[config.mk]
export PLATFORM = sky130hd
export DESIGN_NAME = fp_sqrt_iter_flat
export DESIGN_NICKNAME = d
export VERILOG_FILES = /design/src/rtl/fp_sqrt_iter_if.sv /design/src/rtl/fp_sqrt_iter.sv /design/src/flat_wrapper.sv
export SDC_FILE = /design/constraint.sdc
export NUM_CORES = 1
export LEC_CHECK = 0
export ABC_AREA = 1
export BUFFER_PORTS_ARGS = -buffer_cell sky130_fd_sc_hd__buf_4
export CORE_MARGIN = 4
export CORE_UTILIZATION = 60
export CTS_BUF_LIST = sky130_fd_sc_hd__clkbuf_16
export DETAILED_ROUTE_END_ITERATION = 10
export GPL_TIMING_DRIVEN = 0
export PLACE_DENSITY = 0.79
export SLEW_MARGIN = 20
export SYNTH_ARGS = -nofsm -noshare
export SYNTH_HDL_FRONTEND = slang
export SYNTH_SLANG_ARGS = --single-unit
[constraint.sdc]
create_clock -name clk -period 5.1 [get_ports clk]
set_input_delay 0.51 -clock clk [delete_from_list [all_inputs] [get_ports clk]]
set_output_delay 0.51 -clock clk [all_outputs]
set_load 0.02 [all_outputs]
[src/rtl/fp_sqrt_iter_if.sv]
// Handshake and data bundle for the iterative single-precision square root unit.
// The requester drives start/a/rm; the unit returns busy/done/result and flags.
interface fp_sqrt_iter_if;
   logic        start;
   logic [31:0] a;
   logic [2:0]  rm;
   logic        busy;
   logic        done;
   logic [31:0] result;
   logic        nv;
   logic        nx;

   modport master (
      output start, a, rm,
      input  busy, done, result, nv, nx
   );

   modport slave (
      input  start, a, rm,
      output busy, done, result, nv, nx
   );
endinterface

[src/rtl/fp_sqrt_iter.sv]
// Iterative IEEE-754 single-precision square root: one root bit per cycle using a
// restoring digit recurrence, followed by a single rounding step.
module fp_sqrt_iter (
   input logic           clk,
   input logic           reset,
   fp_sqrt_iter_if.slave bus
);
   typedef enum logic [2:0] {StIdle, StPrep, StIter, StRound, StDone} state_e;

   state_e      state_q, state_d;
   logic [31:0] a_q;
   logic [2:0]  rm_q;
   logic [49:0] rad_q;
   logic [27:0] rem_q;
   logic [24:0] root_q;
   logic [4:0]  cnt_q;
   logic [7:0]  exp_q;
   logic [31:0] res_q;
   logic        nv_q, nx_q;

   logic        sgn;
   logic [7:0]  ex;
   logic [22:0] fr;
   logic        is_nan, is_inf, is_zero, special, spec_nv;
   logic [31:0] spec_res;
   logic [23:0] mant24, norm;
   logic [4:0]  lz;
   logic signed [9:0] e_unb, e_half;
   logic [7:0]  prep_exp;
   logic [24:0] rad25;
   logic [27:0] rem_sh, trial, rem_nx;
   logic        ge;
   logic [24:0] root_nx;
   logic        guard, sticky, inc;
   logic [31:0] round_res;

   assign sgn = a_q[31];
   assign ex  = a_q[30:23];
   assign fr  = a_q[22:0];

   always_comb begin
      is_nan   = (ex == 8'hFF) && (fr != 23'd0);
      is_inf   = (ex == 8'hFF) && (fr == 23'd0);
      is_zero  = (ex == 8'h00) && (fr == 23'd0);
      special  = is_nan | is_inf | is_zero | sgn;
      spec_nv  = 1'b0;
      spec_res = 32'h7FC0_0000;
      if (is_nan) begin
         spec_nv = ~fr[22];
      end else if (is_zero) begin
         spec_res = {sgn, 31'd0};
      end else if (sgn) begin
         spec_nv = 1'b1;
      end else if (is_inf) begin
         spec_res = 32'h7F80_0000;
      end
   end

   // Normalize subnormals; odd exponents fold one bit into the radicand.
   always_comb begin
      mant24 = {(ex != 8'd0), fr};
      lz     = 5'd24;
      for (int i = 0; i < 24; i++) begin
         if (mant24[i]) lz = 5'(23 - i);
      end
      norm = mant24 << lz;
      if (ex == 8'd0) e_unb = -10'sd126 - $signed({5'd0, lz});
      else            e_unb = $signed({2'd0, ex}) - 10'sd127 - $signed({5'd0, lz});
      e_half   = e_unb >>> 1;
      prep_exp = 8'(e_half + 10'sd127);
      rad25    = e_unb[0] ? {norm, 1'b0} : {1'b0, norm};
   end

   always_comb begin
      rem_sh  = (rem_q << 2) | {26'd0, rad_q[49:48]};
      trial   = {1'b0, root_q, 2'b01};
      ge      = (rem_sh >= trial);
      rem_nx  = ge ? (rem_sh - trial) : rem_sh;
      root_nx = {root_q[23:0], ge};
   end

   // Result is positive here, so RDN truncates and RUP rounds away on any residue.
   always_comb begin
      guard = root_q[0];
      sticky = |rem_q;
      case (rm_q)
         3'b001, 3'b010: inc = 1'b0;
         3'b011:         inc = guard | sticky;
         3'b100:         inc = guard;
         default:        inc = guard & (sticky | root_q[1]);
      endcase
      // A mantissa carry ripples into the exponent field.
      round_res = {1'b0, exp_q, root_q[23:1]} + {31'd0, inc};
   end

   always_comb begin
      state_d = state_q;
      case (state_q)
         StIdle:  if (bus.start) state_d = StPrep;
         StPrep:  state_d = special ? StDone : StIter;
         StIter:  if (cnt_q == 5'd24) state_d = StRound;
         StRound: state_d = StDone;
         StDone:  state_d = StIdle;
         default: state_d = StIdle;
      endcase
   end

   always_ff @(posedge clk) begin
      if (reset) state_q <= StIdle;
      else       state_q <= state_d;
   end

   always_ff @(posedge clk) begin
      if (reset) begin
         a_q    <= 32'd0;
         rm_q   <= 3'd0;
         rad_q  <= 50'd0;
         rem_q  <= 28'd0;
         root_q <= 25'd0;
         cnt_q  <= 5'd0;
         exp_q  <= 8'd0;
         res_q  <= 32'd0;
         nv_q   <= 1'b0;
         nx_q   <= 1'b0;
      end else begin
         case (state_q)
            StIdle: begin
               if (bus.start) begin
                  a_q  <= bus.a;
                  rm_q <= bus.rm;
               end
            end
            StPrep: begin
               rad_q  <= {rad25, 25'd0};
               rem_q  <= 28'd0;
               root_q <= 25'd0;
               cnt_q  <= 5'd0;
               exp_q  <= prep_exp;
               if (special) begin
                  res_q <= spec_res;
                  nv_q  <= spec_nv;
                  nx_q  <= 1'b0;
               end
            end
            StIter: begin
               rad_q  <= rad_q << 2;
               rem_q  <= rem_nx;
               root_q <= root_nx;
               cnt_q  <= cnt_q + 5'd1;
            end
            StRound: begin
               res_q <= round_res;
               nv_q  <= 1'b0;
               nx_q  <= guard | sticky;
            end
            default: ;
         endcase
      end
   end

   assign bus.busy   = (state_q != StIdle);
   assign bus.done   = (state_q == StDone);
   assign bus.result = res_q;
   assign bus.nv     = nv_q;
   assign bus.nx     = nx_q;
endmodule

[src/flat_wrapper.sv]
// flat-port wrapper written by rule: the top's interface ports become plain ports
module fp_sqrt_iter_flat 
  (clk, reset, bus_start, bus_a, bus_rm, bus_busy, bus_done, bus_result, bus_nv, bus_nx);
  fp_sqrt_iter_if bus_i ();
  input logic clk;
  input logic reset;
  input wire logic [$bits(bus_i.start)-1:0] bus_start;
  input wire logic [$bits(bus_i.a)-1:0] bus_a;
  input wire logic [$bits(bus_i.rm)-1:0] bus_rm;
  output wire logic [$bits(bus_i.busy)-1:0] bus_busy;
  output wire logic [$bits(bus_i.done)-1:0] bus_done;
  output wire logic [$bits(bus_i.result)-1:0] bus_result;
  output wire logic [$bits(bus_i.nv)-1:0] bus_nv;
  output wire logic [$bits(bus_i.nx)-1:0] bus_nx;
  assign bus_i.start = bus_start;
  assign bus_i.a = bus_a;
  assign bus_i.rm = bus_rm;
  assign bus_busy = bus_i.busy;
  assign bus_done = bus_i.done;
  assign bus_result = bus_i.result;
  assign bus_nv = bus_i.nv;
  assign bus_nx = bus_i.nx;
  fp_sqrt_iter u_core (.clk(clk), .reset(reset), .bus(bus_i));
endmodule
==> flow_metrics.tcl, run 1 <==
set metrics [dict create \
    outcome "finished, final reports clean" \
    setup_viol 0 \
    grt_pass1_wl_mm 52.0 \
    grtUsageTotal 0.321 \
    holdPathStages 3 \
    pin_count 74 \
    die_y_um 141 \
    die_w_um 141 \
    timing.reg2reg.setup_slack_ns 0.53 \
    layout-drive-gt1-share 0.0997 \
    synth_fa_ha_area_frac 0.0563 \
    final-max-slew-violation-count 0 \
    drt-pass1-iter-count 6 \
    synthArstFlopShare 0 \
    vias_per_cell 5.77 \
    fin_skew_ns 0.0107 \
    max_cap_violations 0 \
    synth_cell_type_count 55 \
    crit_type "reg -> reg" \
    synth_cells 1642 \
    max_freq_mhz 219 \
    crit_path_end_kind "register" \
    worstMarginPinSlew_ns 1.07 \
    syn_nets 1727 \
    ys_ff_latch 163 \
    h-tree-depth 4 \
    wl_met2_mm 15.8 \
    cts_sinks 163 \
    cp_max_fo 10 \
    leakage_nw 5.26 \
    nets 1818 \
    drt_iter0_markers 937 \
    timing.hold.ws_ns 0.345 \
    synth_area_leader_cell "dfxtp_1" \
    r2r_start "u_core.a_q[28]$_SDFFE_PP0P_" \
    top_layer "met4" \
    fin_crit_sh 0.896 \
    start_util 0.612 \
    synth_compound_area_frac 0.199 \
    yosysTopAreaCellShare 0.308 \
    core-area_um2 17300 \
    clock_tree.root_cell "clkbuf_16" \
    synth.area.top_cells "dfxtp_1 (31%), nand2_1 (13%), a21oi_1 (9.4%)" \
    tns_ns 0 \
    clk_pin_slew_ns 0.07 \
    antenna_found_initial 0 \
    slowest_stage "clkbuf_1" \
    rsz0062_at_grt "no" \
    wl_met3_mm 1.73 \
    cpMostUsedCell "nor2_1" \
    yosysSeqAreaShare 0.308 \
    grt_start_max_net_pins 18 \
    m1WireLength_mm 12.9 \
    stdcell_area_um2 12000 \
    routedWlPerCell_um 16.2 \
    synth-simple-area-share 0.312 \
    r2r_cells 28 \
    avgSynthCellArea_um2 6.44 \
    cts-hold-fix-buffers 0 \
    port_buffers 73 \
    worstHoldStart "bus_a[23]" \
    hp-class "in -> reg" \
    grt-ovfl-total 0 \
    arrival_ns 4.91 \
    cp_top_family "simple AND/OR/NAND/NOR gates" \
    r2r_end "u_core.exp_q[6]$_SDFFE_PP0P_" \
    cts_made_buffers 17 \
    power.total_mw 9.41 \
    synth_top_family_by_area "simple AND/OR/NAND/NOR gates" \
    synthMuxAreaShare 0 \
    hold_violations 0 \
    ctsLongestPathBuffers 2 \
    syn_area_um2 10600 \
    worstPathRequired_ns 5.44 \
    clkLatencyLatePin_ns 0.44 \
    ys.flop_type "dfxtp_1" \
    relSlewSlack 0.284 \
    syn_to_final_growth_pct 13.6 \
    drtAntennaViolNets 0 \
    place_congestion 0.965 \
    synth_edf_count 0 \
    ys_top_cells_by_count "nand2_1 (380), a21oi_1 (198), nand3_1 (174)" \
    cpPeakStageDelay_ns 0.35 \
    routed_wl_mm 32.0 \
    dieArea_um2 19800 \
    cp-start-kind "register" \
    fin_crit_ns 4.57 \
    rows 48 \
    n_antenna_cell 0 \
    via_count 11400 \
    synth_most_common_cell "nand2_1" \
    p_per_area_nw_per_um2 783 \
    grt_pass1_vias 10800 \
    yosysWarnings 0 \
    vdd_drop_max_v 0.00102 \
    place_area_um2 11400 \
    synth-xor-area-share 0.0232 \
    cts_tree "yes" \
    dp_hpwl_mm 24.6 \
    cp_num_buf_inv 7 \
    drcViolationCount 0 \
    hold_end "u_core.a_q[23]$_SDFFE_PP0P_" \
]
==> worst max path at each step <==
stage | from | endpoint | cells after the start
global route | u_core.a_q[28]$_SDFFE_PP0P_ | u_core.exp_q[7]$_SDFFE_PP0P_ | 30
CTS | u_core.a_q[28]$_SDFFE_PP0P_ | u_core.exp_q[6]$_SDFFE_PP0P_ | 31
detailed placement | u_core.a_q[28]$_SDFFE_PP0P_ | u_core.exp_q[6]$_SDFFE_PP0P_ | 31
finish | u_core.a_q[28]$_SDFFE_PP0P_ | u_core.exp_q[6]$_SDFFE_PP0P_ | 28
global placement | u_core.a_q[27]$_SDFFE_PP0P_ | u_core.exp_q[7]$_SDFFE_PP0P_ | 31
floorplan | u_core.a_q[27]$_SDFFE_PP0P_ | u_core.exp_q[7]$_SDFFE_PP0P_ | 31
==> worst reg2reg max path: cells and delay by family, from the launching register on <==
family	cells	cell delay, ns
AO/OA/AOI/OAI	6	1.02
adder cells (fa/ha/maj)	3	0.79
buffers and inverters	7	0.90
flip-flops	1	0.34
AND/OR/NAND/NOR	12	1.43
==> what timing repair did <==
| action | CTS | global route |
|---|---|---|
| buffers inserted | 0 | 0 |
| resized for setup | 0 | 1 |
| setup endpoints to repair | 0 | 1 |
==> flip-flops by register name (all words and copies together), names as in the netlist <==
signal	count
u_core.a_q	32
u_core.bus.nv	1
u_core.bus.nx	1
u_core.bus.result	32
u_core.cnt_q	5
u_core.exp_q	8
u_core.rad_q	25
u_core.rem_q	28
u_core.rm_q	3
u_core.root_q	25
u_core.state_q	3
==> metrics by stage <==
step                cells   util  worst slack [ns]
floorplan            1642      -              1.36
global placement     1940  0.660             0.644
detailed placement   1940  0.660             0.619
CTS                  1972  0.695             0.567
global route         1971  0.695            0.0597
finish               1971  0.695             0.530
==> cells in the final DEF, fill, tap and decap left out, drive strengths merged, types with 2 or more instances in the layout <==
cell,n
o21ai,153
a211oi,3
nor2,90
or2,3
a221oi,2
nor4,11
buf,89
nor3,21
nand2,386
xor2,13
clkbuf,76
a311oi,2
o21a,3
nand3b,8
o31ai,4
ha,46
xnor2,15
o211ai,7
nand3,178
a21boi,2
nand4,33
a21oi,200
clkinv,13
o21bai,3
a31oi,8
dfxtp,163
inv,200
bufinv,2
o221ai,2
==> area by class of cell <==
class / count / area, µm²
timing repair buffer: 73 / 548
multi-input combinational: 1202 / 6250
tap: 225 / 282
inverter: 201 / 754
fill: 1562 / 5280
clock buffer: 17 / 425
buffer: 75 / 308
clock inverter: 15 / 184
sequential: 163 / 3260
==> cells by family after synthesis <==
kind of cell | count (synthesis)
AND/OR/NAND/NOR | 732
AO/OA/AOI/OAI | 395
buffers and inverters | 277
flip-flops | 163
adder cells (fa/ha/maj) | 47
XOR/XNOR | 28
==> per-layer routing <==
metal / vias up / GRT usage
met1: 5165 / 0.380
li1: 5678 / -
met3: 106 / 0.0448
met2: 420 / 0.571
met5: - / 0
met4: 0 / 0.156
==> power breakdown <==
group          total, mW  internal [mW]  switching (mW)
sequential          1.75           1.52           0.225
clock               1.35          0.743           0.606
combinational       6.31           2.10            4.22
total               9.41           4.36            5.05
Note: power is estimated with default switching activity, not from simulation.
==> run 2: changes to the inputs <==
==> constraint.sdc (replaced) <==
create_clock -name clk -period 4.94 [get_ports clk]
set_input_delay 0.494 -clock clk [delete_from_list [all_inputs] [get_ports clk]]
set_output_delay 0.494 -clock clk [all_outputs]
set_load 0.02 [all_outputs]
==> flow_metrics.tcl, run 2 (synthesis gave the netlist of run 1 again) <==
set metrics [dict create \
    h-tree-depth 4 \
    clock_tree.root_cell "clkbuf_16" \
    cpMostUsedCell "nor2_1" \
    crit_type "reg -> reg" \
    r2r_start "u_core.a_q[28]$_SDFFE_PP0P_" \
    tns_ns 0 \
    mostFrequentLayoutCells "nand2_1 (379), a21oi_1 (198), nand3_1 (174), inv_1 (172), dfxtp_1 (163)" \
    layout-drive-gt1-share 0.101 \
    clk_pin_slew_ns 0.07 \
    cts-hold-fix-buffers 0 \
    worstMarginPinSlew_ns 1.01 \
    drtAntennaViolNets 0 \
    vias_per_cell 5.77 \
    leakage_nw 5.27 \
    cts_tree "yes" \
    core-area_um2 17300 \
    pin_count 74 \
    stdcell_count 1972 \
    grt_start_max_net_pins 18 \
    rows 48 \
    final-max-slew-violation-count 0 \
    outcome "finished, final reports clean" \
    die_y_um 141 \
    clkLatencyLatePin_ns 0.44 \
    grt-ovfl-total 0 \
    setup_viol 0 \
    max_cap_violations 0 \
    relSlewSlack 0.321 \
    dieArea_um2 19800 \
    cp_max_fo 10 \
    die_w_um 141 \
    cts_sinks 163 \
    timing.hold.ws_ns 0.327 \
    power.total_mw 7.97 \
    port_buffers 73 \
    cp_top_family "simple AND/OR/NAND/NOR gates" \
    p_per_area_nw_per_um2 663 \
    drcViolationCount 0 \
    hold_violations 0 \
    max_freq_mhz 224 \
    crit_path_end_kind "register" \
    antenna_found_initial 0 \
    fin_crit_sh 0.902 \
    dp_hpwl_mm 24.6 \
    place_inst 1940 \
    start_util 0.612 \
    arrival_ns 4.80 \
    drt-pass1-iter-count 7 \
    grt_pass1_vias 10800 \
    nets 1819 \
    vdd_drop_max_v 0.000695 \
    via_count 11400 \
    worstHoldStart "bus_rm[1]" \
    ctsLongestPathBuffers 2 \
    timing.reg2reg.setup_slack_ns 0.48 \
    fin_skew_ns 0.0110 \
    hold_end "u_core.rm_q[1]$_SDFFE_PP0P_" \
    routed_wl_mm 31.9 \
    place_congestion 0.965 \
    hp-class "in -> reg" \
    r2r_end "u_core.exp_q[6]$_SDFFE_PP0P_" \
    grtUsageTotal 0.321 \
    cts_made_buffers 17 \
    cpPeakStageDelay_ns 0.34 \
    routedWlPerCell_um 16.2 \
    final_common_cell "nand2_1" \
    slowest_stage "dfxtp_1" \
    cp_num_buf_inv 7 \
    postLayoutCoreUtil 0.696 \
    n_antenna_cell 0 \
    worstPathRequired_ns 5.28 \
    syn_to_final_growth_pct 13.7 \
    fin_crit_ns 4.46 \
    grt_pass1_wl_mm 52.0 \
    r2r_cells 28 \
    holdPathStages 3 \
    cp-start-kind "register" \
    drt_iter0_markers 824 \
]
[run 2: cell types whose count changed in the layout (fill, tap and decap cells not counted)]
cell	previous run	this run
buf_4	74	75
nand2_2	5	4
nand2_4	2	3
o21ai_0	125	124
clkbuf_2	0	1
clkbuf_1	59	58
o21ai_1	26	27
[run 2: how the worst max path moves through the flow]
stage / startpoint / endpoint / slack, ns / depth (start not counted)
after floorplan: u_core.a_q[27]$_SDFFE_PP0P_ / u_core.exp_q[7]$_SDFFE_PP0P_ / 1.20 / 31
after global placement: u_core.a_q[27]$_SDFFE_PP0P_ / u_core.exp_q[7]$_SDFFE_PP0P_ / 0.48 / 31
after detailed placement: u_core.a_q[28]$_SDFFE_PP0P_ / u_core.exp_q[6]$_SDFFE_PP0P_ / 0.46 / 31
after CTS: u_core.a_q[28]$_SDFFE_PP0P_ / u_core.exp_q[6]$_SDFFE_PP0P_ / 0.41 / 31
after global routing: u_core.a_q[28]$_SDFFE_PP0P_ / u_core.exp_q[7]$_SDFFE_PP0P_ / -0.005 / 31
final: u_core.a_q[28]$_SDFFE_PP0P_ / u_core.exp_q[6]$_SDFFE_PP0P_ / 0.48 / 28
[run 2: area by class of cell]
type | instances | area (µm²)
Buffer | 75 | 309
Clock buffer | 17 | 425
Clock inverter | 15 | 184
Fill cell | 1558 | 5270
Inverter | 201 | 754
Multi-Input combinational cell | 1202 | 6260
Sequential cell | 163 | 3260
Tap cell | 225 | 282
Timing Repair Buffer | 74 | 556
[run 2: power by group]
group	switching [mW]	internal [mW]
sequential	0.187	1.53
clock	0.630	0.768
combinational	3.26	1.60
[run 2: worst min-delay path, stage by stage]
cell     delay (ns)
buf_4          0.07
o21ai_0        0.07
a21oi_1        0.10
[run 2: per-layer routing]
metal / vias to the layer above / wire [µm] / global-route usage
li1: 5673 / - / -
met1: 5183 / 13000 / 0.380
met2: 410 / 15800 / 0.571
met3: 106 / 1650 / 0.0448
met4: 0 / 1550 / 0.156
met5: - / 0 / 0
[run 2: stage by stage]
| step | worst slack, ns | area [µm²] |
|---|---|---|
| after floorplan | 1.20 | 10600 |
| after global placement | 0.484 | 11400 |
| after detailed placement | 0.459 | 11400 |
| after CTS | 0.407 | 12000 |
| after global routing | -0.00505 | 12000 |
| final | 0.483 | 12000 |
[run 2: repair_timing]
item,in CTS,in global routing
setup buffers,0,1
gates resized for setup,0,5
endpoints found under the setup margin,0,3
==> run 3: changes to the inputs <==
--- a/config.mk
+++ b/config.mk
@@ -7,12 +7,13 @@
 export LEC_CHECK = 0
 export ABC_AREA = 1
 export BUFFER_PORTS_ARGS = -buffer_cell sky130_fd_sc_hd__buf_4
+export CORE_ASPECT_RATIO = 0.8
 export CORE_MARGIN = 4
-export CORE_UTILIZATION = 60
+export CORE_UTILIZATION = 28
 export CTS_BUF_LIST = sky130_fd_sc_hd__clkbuf_16
 export DETAILED_ROUTE_END_ITERATION = 10
 export GPL_TIMING_DRIVEN = 0
-export PLACE_DENSITY = 0.79
+export PLACE_DENSITY = 0.43
 export SLEW_MARGIN = 20
 export SYNTH_ARGS = -nofsm -noshare
 export SYNTH_HDL_FRONTEND = slang
==> flow_metrics.tcl, run 3 (synthesis gave the netlist of run 1 again) <==
set metrics [dict create \
    outcome "finished, final reports clean" \
    hold_end "u_core.a_q[4]$_SDFFE_PP0P_" \
    crit_type "reg -> reg" \
    routed_wl_mm 37.1 \
    slowest_stage "fa_1" \
    via_count 11200 \
    p_per_area_nw_per_um2 584 \
    die_y_um 182 \
    routedWlPerCell_um 16.6 \
    worstMarginPinSlew_ns 1.10 \
    leakage_nw 5.26 \
    max_freq_mhz 229 \
    hold_violations 0 \
    dp_hpwl_mm 29.4 \
    vdd_drop_max_v 0.000290 \
    final_common_cell "nand2_1" \
    r2r_end "u_core.exp_q[7]$_SDFFE_PP0P_" \
    port_buffers 73 \
    rsz0062_at_grt "no" \
    grt-ovfl-total 0 \
    grtUsageTotal 0.182 \
    holdPathStages 3 \
    worstHoldStart "bus_a[4]" \
    vias_per_cell 5.00 \
    pin_count 74 \
    fin_skew_ns 0.0169 \
    antenna_found_initial 0 \
    worstPathRequired_ns 5.30 \
    rows 63 \
    clkLatencyLatePin_ns 0.46 \
    clk_pin_slew_ns 0.07 \
    clock_tree.root_cell "clkbuf_16" \
    setup_viol 0 \
    timing.reg2reg.setup_slack_ns 0.58 \
    layout-drive-gt1-share 0.0997 \
    die_w_um 225 \
    start_util 0.284 \
    place_congestion 0.898 \
    max_cap_violations 0 \
    fin_crit_sh 0.882 \
    cts_setup_buffers 0 \
    cts_tree "yes" \
    cp_top_family "simple AND/OR/NAND/NOR gates" \
    arrival_ns 4.72 \
    h-tree-depth 4 \
    final-max-slew-violation-count 0 \
    hp-class "in -> reg" \
    grt_pass1_vias 10600 \
    tns_ns 0 \
    r2r_start "u_core.a_q[28]$_SDFFE_PP0P_" \
    syn_to_final_growth_pct 16.5 \
    fin_crit_ns 4.36 \
    cpMostUsedCell "nand2_1" \
    drcViolationCount 0 \
    crit_path_end_kind "register" \
    drt_iter0_markers 928 \
    place_inst 2202 \
    grt_pass1_wl_mm 59.2 \
    cp_num_buf_inv 7 \
    nets 1818 \
    r2r_cells 30 \
    n_antenna_cell 0 \
    core-area_um2 37200 \
    cts_made_buffers 17 \
    cts_sinks 163 \
    cpPeakStageDelay_ns 0.48 \
    mostFrequentLayoutCells "nand2_1 (379), a21oi_1 (198), nand3_1 (174), inv_1 (172), dfxtp_1 (163)" \
    relSlewSlack 0.262 \
    dieArea_um2 41000 \
    ctsLongestPathBuffers 2 \
    drt-pass1-iter-count 5 \
    grt_start_max_net_pins 19 \
    cp_max_fo 10 \
    cp-start-kind "register" \
    nFillCells 4129 \
    drtAntennaViolNets 0 \
    stdcell_count 2233 \
]
[run 3: cell types whose count changed in the layout (fill, tap and decap cells not counted), sizes merged]
| cell | previous run | this run |
|---|---|---|
| clkinv | 13 | 15 |
| clkinvlp | 1 | 0 |
| bufinv | 2 | 0 |
| inv | 200 | 201 |
| buf | 90 | 89 |
[run 3: timing repair]
item                       in CTS  in global routing
gates resized for setup         0                  3
hold buffers                    0                  0
setup endpoints to repair       0                  2
[run 3: power breakdown]
group | leakage (nW) | switching (mW) | internal (mW) | total (mW)
sequential | 1.33 | 0.165 | 1.51 | 1.68
combinational | 3.64 | 2.80 | 1.34 | 4.14
clock | 0.288 | 0.693 | 0.679 | 1.37
[run 3: layout make-up]
class                   count  area [µm²]  area share
flip-flops and latches    163        3260       0.265
repair buffers             73         548      0.0445
inverters                 201         754      0.0612
clock inverters            15         161      0.0131
clock buffers              17         425      0.0345
plain buffers              75         309      0.0251
well taps                 487         609      0.0494
multi-input cells        1202        6250       0.507
[run 3: layer usage]
metal | share of wire | vias to the layer above | GRT usage
li1 | - | 5676 | -
met1 | 0.55 | 5203 | 0.290
met2 | 0.39 | 256 | 0.253
met3 | 0.052 | 22 | 0.0286
met4 | 0.010 | 0 | 0.0377
met5 | 0 | - | 0
[run 3: stage by stage]
step / power (mW) / hold WS, ns / instance area, µm² / util / worst slack, ns
after floorplan: 4.80 / 0.437 / 10600 / - / 1.20
after global placement: 6.88 / 0.451 / 11700 / 0.315 / 0.435
after detailed placement: 8.58 / 0.456 / 11700 / 0.315 / 0.447
after CTS: 8.22 / 0.306 / 12300 / 0.331 / 0.408
after global routing: 10.2 / 0.332 / 12300 / 0.331 / 0.0662
final: 7.19 / 0.327 / 12300 / 0.331 / 0.581
[run 3: worst max-delay path by stage]
stage	end	cells after the start	start
final	u_core.exp_q[7]$_SDFFE_PP0P_	30	u_core.a_q[28]$_SDFFE_PP0P_
after global routing	u_core.exp_q[7]$_SDFFE_PP0P_	30	u_core.a_q[29]$_SDFFE_PP0P_
after CTS	u_core.exp_q[7]$_SDFFE_PP0P_	31	u_core.a_q[29]$_SDFFE_PP0P_
after detailed placement	u_core.exp_q[6]$_SDFFE_PP0P_	31	u_core.a_q[27]$_SDFFE_PP0P_
after global placement	u_core.exp_q[7]$_SDFFE_PP0P_	31	u_core.a_q[29]$_SDFFE_PP0P_
after floorplan	u_core.exp_q[7]$_SDFFE_PP0P_	31	u_core.a_q[27]$_SDFFE_PP0P_
[run 3: worst register-to-register path, delay by kind of cell, from the launching register on]
family                   cells  cell delay (ns)
flip-flops                   1             0.34
buffers and inverters        7             0.86
adder cells (fa/ha/maj)      3             1.01
AO/OA/AOI/OAI                3             0.43
AND/OR/NAND/NOR             17             1.63
